<file path="src/rtl/regfile_pkg.sv">
// rtl/regfile_pkg.sv - shared constants, types and reset contents for the register file
package regfile_pkg;

    localparam int DEF_DATA_W = 16;
    localparam int DEF_ADDR_W = 3;

    typedef logic [DEF_ADDR_W-1:0] reg_addr_t;
    typedef logic [DEF_DATA_W-1:0] reg_data_t;

    // Power-on contents inherited from the original 8x16 register file
    function automatic reg_data_t RESET_VALUES(input int unsigned index);
        case (index)
            0:       RESET_VALUES = 16'h0001;
            1:       RESET_VALUES = 16'h0002;
            2:       RESET_VALUES = 16'h0004;
            6:       RESET_VALUES = 16'h0040;
            7:       RESET_VALUES = 16'h0042;
            default: RESET_VALUES = 16'h0000;
        endcase
    endfunction

endpackage

</file>
<file path="src/rtl/regfile_busy_table.sv">
// rtl/regfile_busy_table.sv - per-register pending-producer bits with reserve-over-write priority
module regfile_busy_table #(
    parameter int ADDR_W   = 3,
    parameter int NUM_REGS = 2**ADDR_W
) (
    input  logic                clk,
    input  logic                rst_n,
    input  logic                set_en,
    input  logic [ADDR_W-1:0]   set_addr,
    input  logic                clr_en,
    input  logic [ADDR_W-1:0]   clr_addr,
    output logic [NUM_REGS-1:0] busy,
    output logic                any_busy
);

    // Clear on writeback first, then set on reserve so a new producer wins a collision
    always_ff @(posedge clk or negedge rst_n) begin
        if (!rst_n) begin
            busy <= '0;
        end else begin
            if (clr_en) busy[clr_addr] <= 1'b0;
            if (set_en) busy[set_addr] <= 1'b1;
        end
    end

    // Drain check looks only at the registered bits
    always_comb begin
        any_busy = |busy;
    end

endmodule

</file>
<file path="src/rtl/regfile_scoreboard.sv">
// rtl/regfile_scoreboard.sv - register file with bypassed read ports and a RAW busy scoreboard
module regfile_scoreboard
    import regfile_pkg::*;
#(
    parameter int DATA_W   = DEF_DATA_W,
    parameter int ADDR_W   = DEF_ADDR_W,
    parameter int ZERO_REG = 0,
    parameter int BYPASS   = 1
) (
    input  logic              clk,
    input  logic              rst_n,
    input  logic              sig_regWrite,
    input  logic [ADDR_W-1:0] wrReg_addr,
    input  logic [DATA_W-1:0] wr_data,
    input  logic [ADDR_W-1:0] rdReg_addr1,
    input  logic [ADDR_W-1:0] rdReg_addr2,
    output logic [DATA_W-1:0] data1,
    output logic [DATA_W-1:0] data2,
    input  logic              sig_reserve,
    input  logic [ADDR_W-1:0] rsvReg_addr,
    output logic              busy1,
    output logic              busy2,
    output logic              any_busy
);

    localparam int unsigned NUM_REGS = 2**ADDR_W;

    logic [DATA_W-1:0]   regs [NUM_REGS];
    logic [NUM_REGS-1:0] busy;
    logic                wr_en;
    logic                rsv_en;

    // Writes and reservations aimed at a hardwired zero register are dropped here
    always_comb begin
        wr_en  = sig_regWrite && !((ZERO_REG != 0) && (wrReg_addr == '0));
        rsv_en = sig_reserve  && !((ZERO_REG != 0) && (rsvReg_addr == '0));
    end

    // Storage array: reset loads the legacy contents, a reset during a write discards it
    always_ff @(posedge clk or negedge rst_n) begin
        if (!rst_n) begin
            for (int unsigned i = 0; i < NUM_REGS; i++) begin
                regs[i] <= DATA_W'(RESET_VALUES(i));
            end
        end else if (wr_en) begin
            regs[wrReg_addr] <= wr_data;
        end
    end

    regfile_busy_table #(
        .ADDR_W   (ADDR_W),
        .NUM_REGS (NUM_REGS)
    ) u_busy (
        .clk      (clk),
        .rst_n    (rst_n),
        .set_en   (rsv_en),
        .set_addr (rsvReg_addr),
        .clr_en   (wr_en),
        .clr_addr (wrReg_addr),
        .busy     (busy),
        .any_busy (any_busy)
    );

    // Read port 1: zero register, then same-cycle forwarding of the write and its busy clear
    always_comb begin
        data1 = regs[rdReg_addr1];
        busy1 = busy[rdReg_addr1];
        if ((ZERO_REG != 0) && (rdReg_addr1 == '0)) begin
            data1 = '0;
        end
        if ((BYPASS != 0) && wr_en && (wrReg_addr == rdReg_addr1)) begin
            data1 = wr_data;
            busy1 = rsv_en && (rsvReg_addr == rdReg_addr1);
        end
    end

    // Read port 2: identical selection so both ports agree on a shared address
    always_comb begin
        data2 = regs[rdReg_addr2];
        busy2 = busy[rdReg_addr2];
        if ((ZERO_REG != 0) && (rdReg_addr2 == '0)) begin
            data2 = '0;
        end
        if ((BYPASS != 0) && wr_en && (wrReg_addr == rdReg_addr2)) begin
            data2 = wr_data;
            busy2 = rsv_en && (rsvReg_addr == rdReg_addr2);
        end
    end

endmodule

</file>
<file path="config.mk">
export PLATFORM = sky130hd
export DESIGN_NAME = regfile_scoreboard
export DESIGN_NICKNAME = d
export VERILOG_FILES = /design/src/rtl/regfile_pkg.sv /design/src/rtl/regfile_busy_table.sv /design/src/rtl/regfile_scoreboard.sv
export SDC_FILE = /design/constraint.sdc
export NUM_CORES = 1
export LEC_CHECK = 0
export CELL_PAD_IN_SITES_DETAIL_PLACEMENT = 1
export CELL_PAD_IN_SITES_GLOBAL_PLACEMENT = 2
export CORE_ASPECT_RATIO = 1.25
export CORE_MARGIN = 8
export CORE_UTILIZATION = 40
export CTS_BUF_LIST = sky130_fd_sc_hd__clkbuf_2 sky130_fd_sc_hd__clkbuf_4 sky130_fd_sc_hd__clkbuf_8
export CTS_CLUSTER_SIZE = 8
export DETAILED_ROUTE_END_ITERATION = 12
export PLACE_DENSITY_LB_ADDON = 0.15
export SYNTH_ARGS = -nofsm -noshare
export SYNTH_HDL_FRONTEND = slang
export SYNTH_SLANG_ARGS = --single-unit
</file>
<file path="constraint.sdc">
create_clock -name clk -period 2.4 [get_ports clk]
set_clock_uncertainty 0.15 [all_clocks]
set_input_delay 0.48 -clock clk [delete_from_list [all_inputs] [get_ports clk]]
set_output_delay 0.48 -clock clk [all_outputs]
set_load 0.03 [all_outputs]
</file>
==> flow_metrics.tcl <==
set metrics [dict create \
    outcome "finished, violations left" \
    violations "negative setup slack" \
    boundaryPins 67 \
    placementRows 58 \
    netlist_instances 502 \
    p_leak_uw 0.004513 \
    dieArea_um2 24920 \
    drcViolationCount 0 \
    p_total_uw 8085 \
    switching_power_uw 2480 \
    swShare 0.3068 \
    syn-num-nets 534 \
    numPortBuffers 66 \
    synth_seq_cells 136 \
    finalMaxSlewViolations 0 \
    detail_route.wl_per_cell_um 24.59 \
    nets 669 \
    area.sequential_um2 3411 \
    criticalPathCategory "reg2out" \
    async_reset_ff_frac 1.000 \
    synth_largest_area_cell "dfrtp_1" \
    synth_area_per_cell_um2 16.02 \
    maxSlewHeadroom 0.6531 \
    htree_num_levels 4 \
    worst_setup_path_start_kind "register" \
    worstPathCellList "buf_6 > mux4_2 > mux2_4 > mux2_4 > buf_6" \
    maxCapViolations 0 \
    cp-end-kind "output pin" \
    cpPeakStageDelay_ns 0.47 \
    netlist_area_um2 8040 \
    hold_viol_final 0 \
    viasPerCell 5.559 \
    pre_cts_ws_ns -0.9533 \
    clk_pin_slew_ns 0.08 \
    fillers 1912 \
    diodes 0 \
    synth_area_leaders "dfrtp_1 40%, mux2_2 27%, mux4_1 22%, dfstp_2 2.0%, buf_6 1.4%" \
    synth.distinct_cells 23 \
    detailed_place.area_um2 9480 \
    p_int_uw 5605 \
    pwr-share-clk 0.223 \
    antenna_found_initial 0 \
    hold_ws_ns 0.3810 \
    max_freq_mhz 360.4 \
    grt.overflow.total 0 \
    drtPass1Iterations 4 \
    grt_max_degree 45 \
    die_x_um 142.8 \
    worst_ep_arrival_time_ns 2.14 \
    netlist.area_leader.share 0.4046 \
    fin_crit_sh 1.156 \
    wl_um 22630 \
    postRouteAntennaNets 0 \
    worstMarginPinSlew_ns 0.5203 \
    clk_latency_ns 0.44 \
    rsz0062_at_grt "true" \
    power_density_nw_per_um2 772.1 \
    crit_path_top_delay_cell "mux4_2" \
    die_y_um 174.5 \
    start_util 0.4029 \
    synth_edf_count 0 \
    core_um2 19960 \
    setup_viol 34 \
    stdcell_area_um2 10470 \
    cts_buffer_depth 2 \
    drive_gt1_frac 0.6877 \
    globalplace.congestion 0.7415 \
    yosys_warnings 0 \
    critPathRequiredTime_ns 1.77 \
    cts.sinks 136 \
    ys_seq_area_frac 0.4242 \
    multiInputGateArea_um2 4349 \
    vias 5114 \
    p_seq_frac 0.398 \
    synth_most_common_cell "mux2_2" \
    numCtsBuffers 17 \
    p_comb_frac 0.379 \
    drtIter0Drc 270 \
    peakVddDrop_mv 0.5100 \
    first_global_vias 5821 \
    dp_hpwl_um 14610 \
    hold_class "reg2reg" \
    cts_root_buf "clkbuf_8" \
    area_delta_synth_final_pct 30.24 \
    cp_max_fo 2 \
    grt_pass1_wl_um 35790 \
    grtUsageTotal 0.1928 \
    synth_commonest_cells "192 x mux2_2, 130 x dfrtp_1, 68 x mux4_1" \
    setup_ws_ns -0.3745 \
    cts_tree "yes" \
    finalCriticalPeriod_ns 2.775 \
    fin_tns_setup_ns -9.029 \
    ys_dominant_reg_cell "dfrtp_1" \
]
==> power groups by stage <==
stage,Clock [µW],Sequential [µW],Combinational (µW)
6_report,1800,3220,3070
5_1_grt,1950,3280,3250
4_1_cts,1850,3200,3050
3_5_place_dp,0,3220,2670
3_3_place_gp,0,3160,2610
2_1_floorplan,0,3060,1910
==> area by class of cell <==
cell class,count,area share
Clock buffer,21,0.02641
Sequential cell,136,0.3257
Tap cell,270,0.03226
Clock inverter,11,0.009440
Timing Repair Buffer,168,0.1894
Multi-Input combinational cell,310,0.4153
Inverter,4,0.001434
==> per-layer routing <==
metal  vias to the layer above  GRT usage  wire length (µm)
met3                        21    0.03568              1130
met5                         -          0                 0
met2                       136     0.3140             11440
li1                       2206          -                 -
met1                      2751     0.2600              9809
met4                         0    0.04572               249
==> path summary, 6_finish.rpt <==
path / startpoint / to / slack [ns] / depth (start not counted)
setup / recovery: regs[106] / data1[10] / -0.37 / 5
hold / removal: regs[5] / regs[5] / 0.38 / 1
setup reg to reg: regs[85] / regs[85] / 1.22 / 3
hold reg to reg: regs[5] / regs[5] / 0.38 / 1
max in group asynchronous: rst_n / regs[82] / 1.02 / 3
min in group asynchronous: rst_n / u_busy.busy[7] / 0.40 / 2
==> worst max-delay path, delay by kind of cell, from the launching register on <==
family	cells	cell delay, ns
DFF	1	0.41
muxes	3	1.02
buffers and inverters	2	0.27
==> per-stage QoR <==
step	cells	util
detailed placement	857	0.4750
global placement	857	0.4750
finish	920	0.5247
global route	920	0.5247
CTS	917	0.5237
floorplan	502	-
==> registers in the layout (all words and copies together) (netlist names) <==
| signal | count |
|---|---|
| u_busy.busy | 8 |
| regs | 128 |
==> timing repair <==
action,in CTS,in global routing
endpoints found under the setup margin,35,34
endpoints found under the hold margin,30,0
cloned,6,0
pin swaps,1,1
setup buffers,21,7
hold buffers,1,0
resized for setup,204,18
==> cells by family after synthesis <==
logic type                count (synthesis)  share of synthesized area
and+or+nand+nor                          26                    0.02116
xor gates and xnor gates                 12                    0.01307
buffers and inverters                    56                    0.03921
AOI/OAI and AO/OA                         8                   0.006225
DFF                                     136                     0.4242
muxes                                   264                     0.4961
==> cells in the final DEF, fill, tap and decap left out, types with 5 or more instances in the layout <==
| master | n |
|---|---|
| clkdlybuf4s50_1 | 20 |
| mux2_2 | 134 |
| dlygate4sd2_1 | 5 |
| mux2_4 | 58 |
| nand2_1 | 8 |
| clkbuf_8 | 19 |
| buf_6 | 44 |
| buf_12 | 30 |
| dfstp_2 | 6 |
| xnor2_1 | 10 |
| mux4_2 | 66 |
| dfrtp_1 | 130 |
| buf_4 | 57 |
| nand4_1 | 5 |
Note: power is estimated with default switching activity, not from simulation.
